`config.mk`:
```
export PLATFORM = sky130hd
export DESIGN_NAME = int_mul_pipe
export DESIGN_NICKNAME = d
export VERILOG_FILES = /design/src/rtl/int_mul_pipe.sv
export SDC_FILE = /design/constraint.sdc
export NUM_CORES = 2
export LEC_CHECK = 0
export ABC_AREA = 1
export BUFFER_PORTS_ARGS = -buffer_cell sky130_fd_sc_hd__buf_2
export CORE_ASPECT_RATIO = 1.75
export CORE_MARGIN = 1.5
export CORE_UTILIZATION = 35
export CTS_BUF_LIST = sky130_fd_sc_hd__clkbuf_8 sky130_fd_sc_hd__clkbuf_16
export CTS_CLUSTER_SIZE = 14
export DETAILED_ROUTE_END_ITERATION = 12
export GPL_ROUTABILITY_DRIVEN = 0
export PLACE_DENSITY = 0.56
export SYNTH_ARGS = -nofsm -noshare
export SYNTH_HDL_FRONTEND = slang
export SYNTH_SLANG_ARGS = --single-unit
```
`constraint.sdc`:
```
create_clock -name clk -period 19.3 [get_ports clk]
set_clock_uncertainty 0.1 [all_clocks]
set_input_delay 0.965 -clock clk [delete_from_list [all_inputs] [get_ports clk]]
set_output_delay 0.965 -clock clk [all_outputs]
set_load 0.02 [all_outputs]
```
`src/rtl/int_mul_pipe.sv`:
```
// int_mul_pipe: parametrised, fully pipelined RISC-V M-extension multiplier.
// The multiplier accepts one op per cycle and carries a tag with each op to
// the output. A valid/ready handshake stalls the whole pipe under backpressure.
// The partial products are reduced in carry-save form across the stages.
// The last stage does the single carry-propagate add and selects the result bits.
// All state changes on the falling edge of clk.
// Optional feature: define INT_MUL_FLUSH_EN to add flush_i. A flush clears
// every in-flight op.
module int_mul_pipe #(
   parameter int unsigned XLEN   = 32,
   parameter int unsigned STAGES = 4,
   parameter int unsigned TAG_W  = 5
) (
   input  logic             clk,
   input  logic             rst_n,
`ifdef INT_MUL_FLUSH_EN
   input  logic             flush_i,
`endif
   input  logic             in_valid_i,
   output logic             in_ready_o,
   input  logic [1:0]       op_i,
   input  logic [XLEN-1:0]  a_i,
   input  logic [XLEN-1:0]  b_i,
   input  logic [TAG_W-1:0] tag_i,
   output logic             out_valid_o,
   input  logic             out_ready_i,
   output logic [XLEN-1:0]  result_o,
   output logic [TAG_W-1:0] tag_o,
   output logic             busy_o
);

   // Signed product width and number of partial-product rows (one per bit of extended b)
   localparam int unsigned PW   = 2 * XLEN + 2;
   localparam int unsigned ROWS = XLEN + 1;
   // Rows reduced per stage; never exceeds ceil(XLEN/STAGES)+1
   localparam int unsigned RPS  = (ROWS + STAGES - 1) / STAGES;

   localparam logic [1:0] OP_MUL    = 2'b00;
   localparam logic [1:0] OP_MULH   = 2'b01;
   localparam logic [1:0] OP_MULHSU = 2'b10;

   // Pipeline stage registers; index STAGES-1 is the output stage
   logic [STAGES-1:0] valid_q;
   logic [PW-1:0]     sum_q   [STAGES];
   logic [PW-1:0]     carry_q [STAGES];
   logic [PW-1:0]     a_q     [STAGES];
   logic [XLEN:0]     b_q     [STAGES];
   logic [1:0]        op_q    [STAGES];
   logic [TAG_W-1:0]  tag_q   [STAGES];
   logic [XLEN-1:0]   result_q;
   logic [TAG_W-1:0]  tag_out_q;

   // Per-stage sources (previous stage register, or the inputs for stage 0)
   logic [STAGES-1:0] valid_d;
   logic [PW-1:0]     src_a     [STAGES];
   logic [XLEN:0]     src_b     [STAGES];
   logic [PW-1:0]     src_sum   [STAGES];
   logic [PW-1:0]     src_carry [STAGES];
   logic [1:0]        src_op    [STAGES];
   logic [TAG_W-1:0]  src_tag   [STAGES];
   logic [PW-1:0]     sum_d     [STAGES];
   logic [PW-1:0]     carry_d   [STAGES];
   logic [PW-1:0]     product_c;
   logic [XLEN-1:0]   result_d;

   logic stall_c;
   logic flush_c;
   logic a_sgn_c;
   logic b_sgn_c;

`ifdef INT_MUL_FLUSH_EN
   assign flush_c = flush_i;
`else
   assign flush_c = 1'b0;
`endif

   // Global stall: the output stage is full and is not being consumed
   assign stall_c     = valid_q[STAGES-1] & ~out_ready_i;
   assign in_ready_o  = ~stall_c & ~flush_c;
   assign out_valid_o = valid_q[STAGES-1];
   assign busy_o      = |valid_q;
   assign result_o    = result_q;
   assign tag_o       = tag_out_q;

   // Operand extension for stage 0 and source selection for the later stages
   always_comb begin
      a_sgn_c      = (op_i == OP_MULH) || (op_i == OP_MULHSU);
      b_sgn_c      = (op_i == OP_MULH);
      src_a[0]     = {{(XLEN + 2){a_sgn_c & a_i[XLEN-1]}}, a_i};
      src_b[0]     = {b_sgn_c & b_i[XLEN-1], b_i};
      src_sum[0]   = '0;
      // +1 that completes the two's-complement negation of the top row
      src_carry[0] = PW'(b_sgn_c & b_i[XLEN-1]);
      src_op[0]    = op_i;
      src_tag[0]   = tag_i;
      valid_d[0]   = in_valid_i & in_ready_o;
      for (int unsigned s = 1; s < STAGES; s++) begin
         src_a[s]     = a_q[s-1];
         src_b[s]     = b_q[s-1];
         src_sum[s]   = sum_q[s-1];
         src_carry[s] = carry_q[s-1];
         src_op[s]    = op_q[s-1];
         src_tag[s]   = tag_q[s-1];
         valid_d[s]   = valid_q[s-1];
      end
   end

   // Carry-save reduction of this stage's share of rows, then the final add and select
   always_comb begin : reduce
      logic [PW-1:0] row;
      logic [PW-1:0] s_tmp;
      row       = '0;
      s_tmp     = '0;
      for (int unsigned s = 0; s < STAGES; s++) begin
         sum_d[s]   = src_sum[s];
         carry_d[s] = src_carry[s];
         for (int unsigned j = 0; j < ROWS; j++) begin
            if ((j / RPS) == s) begin
               row = '0;
               if (src_b[s][j]) begin
                  // The top bit of extended b carries negative weight
                  row = (j == XLEN) ? ~(src_a[s] << j) : (src_a[s] << j);
               end
               s_tmp      = sum_d[s] ^ carry_d[s] ^ row;
               carry_d[s] = ((sum_d[s] & carry_d[s]) | (sum_d[s] & row) |
                             (carry_d[s] & row)) << 1;
               sum_d[s]   = s_tmp;
            end
         end
      end
      product_c = sum_d[STAGES-1] + carry_d[STAGES-1];
      result_d  = (src_op[STAGES-1] == OP_MUL) ? XLEN'(product_c) : XLEN'(product_c >> XLEN);
   end

   // Control and output stage: valid bits, result and tag (reset and flush apply here)
   always_ff @(negedge clk) begin
      if (!rst_n) begin
         valid_q   <= '0;
         result_q  <= '0;
         tag_out_q <= '0;
      end else if (flush_c) begin
         valid_q <= '0;
      end else if (!stall_c) begin
         valid_q <= valid_d;
         if (valid_d[STAGES-1]) begin
            result_q  <= result_d;
            tag_out_q <= src_tag[STAGES-1];
         end
      end
   end

   // Datapath registers advance whenever the pipe moves; their contents are ignored while invalid
   always_ff @(negedge clk) begin
      if (!flush_c && !stall_c) begin
         for (int unsigned s = 0; s < STAGES; s++) begin
            sum_q[s]   <= sum_d[s];
            carry_q[s] <= carry_d[s];
            a_q[s]     <= src_a[s];
            b_q[s]     <= src_b[s];
            op_q[s]    <= src_op[s];
            tag_q[s]   <= src_tag[s];
         end
      end
   end

endmodule

```
==> impl_metrics.csv <==
group,metric,value,unit
clock_network,cts_root_buf,"clkbuf_16",
final_layout,finalNetCount,6955,
setup_path,cp_data_arrival_time,5.90,ns
placement,numPortBuffers,114,
yosys,ys_types,36,
placement,dp.final_hpwl,91800,um
detailed_routing,drt_first_pass_iters,12,
final_layout,synthToLayoutAreaGrowth,11.3,%
clock_network,cts_buffer_depth,3,
timing,finalHoldViolCount,0,
setup_path,end_kind,"register",
min_path,worstHoldStart,"sum_q[1][14]",
setup_path,reg2regPathDepth,22,
final_layout,drive_gt1_frac,0.0560,
setup_path,start_kind,"primary input",
detailed_routing,routed_wl,109000,um
timing,slew_viol_final,0,
clock_network,cts_hold_buf,0,
final_layout,layout_commonest_cell,"inv_1",
die,pin_count,115,
yosys,synth_nets,6541,
timing,final-setup-viol-count,0,
timing,worst_pin_slew,0.962,ns
yosys,ys_seq_elements,455,
setup_path,r2r-start,"b_q[2][27]",
grt,grt_overflow,0,
timing,max_slew_margin,0.359,
setup_path,cp.required,9.92,ns
detailed_routing,wl_per_cell,14.3,um
min_path,worstHoldPathCells,0,
die,die_area,145000,um2
detailed_routing,drc,6,
yosys,seq_area_frac_synth,0.265,
grt,groute.usage.overall,0.157,
detailed_routing,routed-via-count,33900,
setup_path,r2r_slack,13.28,ns
final_layout,final_cell_mix,"1786 x inv_1, 1629 x nand2_1, 1021 x fa_1, 414 x edfxtp_1, 134 x nor2_1",
die,die_h,503,um
status,violations,"design-rule violations",
die,die_w,289,um
die,rows,183,
clock_network,cts_setup_buffers,0,
yosys,syn_avg_cell_area,9.41,um2
die,start_util,0.352,
yosys,ys_warn_count,0,
detailed_routing,final_antenna_net_count,0,
timing,timing.final.ws_setup,4.02,ns
detailed_routing,routed_via_density,4.45,
min_path,holdCritPathClass,"reg2reg",
clock_network,htreeDepth,2,
placement,dpl_worst_slack,3.28,ns
clock_network,cts_tree,"yes",
clock_network,cts_made_buffers,49,
run,maxCapViolCount,0,
setup_path,crit_fanout,9,
clock_network,clock_latency,0.69,ns
die,core,142000,um2
grt,antenna_found_initial,3,
min_path,worstHoldEndpoint,"sum_q[2][14]",
setup_path,crit_type,"in2reg",
yosys,syn_inst,5316,
final_layout,fillCellCount,14300,
grt,grt_pass1_wl,182000,um
grt,grt_pass1_vias,38400,
yosys,synth_area,50000,um2
timing,finalSetupTns,0,ns
status,status,"finished, violations left",
setup_path,r2r-end,"result_o[17]",
clock_network,ctsResizeCount,0,
detailed_routing,drtIter0Drc,1244,
clock_network,clock_sinks,455,
clock_network,clk_transition_reported_paths,0.03,ns
grt,grt_max_degree,123,
timing,rsz0062_at_grt,"no",
-- worst max-delay path by stage --
stage / cells after the start / endpoint / slack, ns / from
6_report: 15 / sum_q[0][64] / 4.02 / op_i[1]
5_1_grt: 15 / sum_q[0][39] / 3.85 / op_i[1]
4_1_cts: 15 / sum_q[0][39] / 3.97 / op_i[1]
3_5_place_dp: 15 / sum_q[0][39] / 3.28 / op_i[1]
3_3_place_gp: 15 / sum_q[0][64] / 3.31 / op_i[1]
2_1_floorplan: 2 / a_q[0][0] / 1.44 / out_ready_i
-- Yosys cell counts --
cell type,count,share of area
dfxtp_1,41,0.016
xor2_1,3,0.00053
nand4_1,11,0.0014
nand3b_2,2,0.00045
inv_2,2,0.00015
a21boi_0,3,0.00045
edfxtp_1,414,0.25
maj3_1,1,0.00020
buf_4,1,0.00015
nor4_2,3,0.00075
inv_1,1326,0.099
nor2_1,135,0.010
o21bai_1,5,0.00075
fa_1,1021,0.41
nand3b_1,13,0.0020
buf_2,4,0.00040
nor2_2,25,0.0031
nor3_2,4,0.00080
or2_2,20,0.0025
a21oi_1,89,0.0089
a21o_1,2,0.00030
buf_1,8,0.00060
nand3_1,83,0.0083
o21ai_1,6,0.00060
buf_6,1,0.00023
nor3_1,10,0.0010
nand3_2,6,0.0012
ha_1,129,0.032
and2_1,2,0.00025
a21oi_2,2,0.00035
nor2_4,2,0.00045
o21ai_0,55,0.0055
clkbuf_1,225,0.017
nand2_1,1629,0.12
xnor2_1,5,0.00088
nand2_2,28,0.0035
-- per-stage QoR --
step | cells | util | hold slack, ns | cell area (um2)
after global placement | 7075 | 0.368 | 0.302 | 52300
final | 7617 | 0.392 | 0.285 | 55700
after floorplan | 5316 | - | 0.300 | 50000
after global routing | 7617 | 0.392 | 0.290 | 55700
after detailed placement | 7075 | 0.368 | 0.305 | 52300
after CTS | 7615 | 0.392 | 0.275 | 55700
-- layout make-up --
| type | instances | area, um2 | area share |
|---|---|---|---|
| clock buffers | 50 | 1250 | 0.0225 |
| repair buffers | 148 | 838 | 0.0151 |
| clock inverters | 491 | 2130 | 0.0383 |
| inverters | 1327 | 4980 | 0.0895 |
| multi-input cells | 3294 | 30900 | 0.555 |
| well taps | 1850 | 2310 | 0.0416 |
| diodes | 2 | 5.00 | 0.0000899 |
| flip-flops and latches | 455 | 13300 | 0.238 |
-- layer usage --
layer	wire (um)	vias up	global-route usage
li1	-	16200	-
met1	39200	16900	0.156
met2	60400	572	0.299
met3	3060	282	0.0229
met4	6360	2	0.101
met5	12	-	0
-- critical path, cell delays in order --
cell and delay [ns]:
buf_2 0.09, inv_1 0.04, ha_1 0.73, nor2_1 0.20, inv_1 0.10, ha_1 0.24, maj3_1 0.40, fa_1 0.52
fa_1 0.55, fa_1 0.46, fa_1 0.54, inv_1 0.06, fa_1 0.48, inv_1 0.07, fa_1 0.43
-- flip-flops by register name, indices dropped and copies added, names as in the netlist --
register / count
result_o: 32
tag_o: 5
tag_q: 15
op_q: 6
a_q: 99
carry_q: 99
b_q: 45
valid_q: 4
sum_q: 150
-- kinds of logic after synthesis --
kind of cell | share of synthesized area
and+or+nand+nor | 0.158
DFF | 0.265
adders and majority gates | 0.441
AOI/OAI and AO/OA | 0.0169
xor gates and xnor gates | 0.00140
buffers and inverters | 0.118
Power is left out: the tool's default activity adds up to more than one toggle a clock period on the data nets, which glitch-free logic cannot reach.
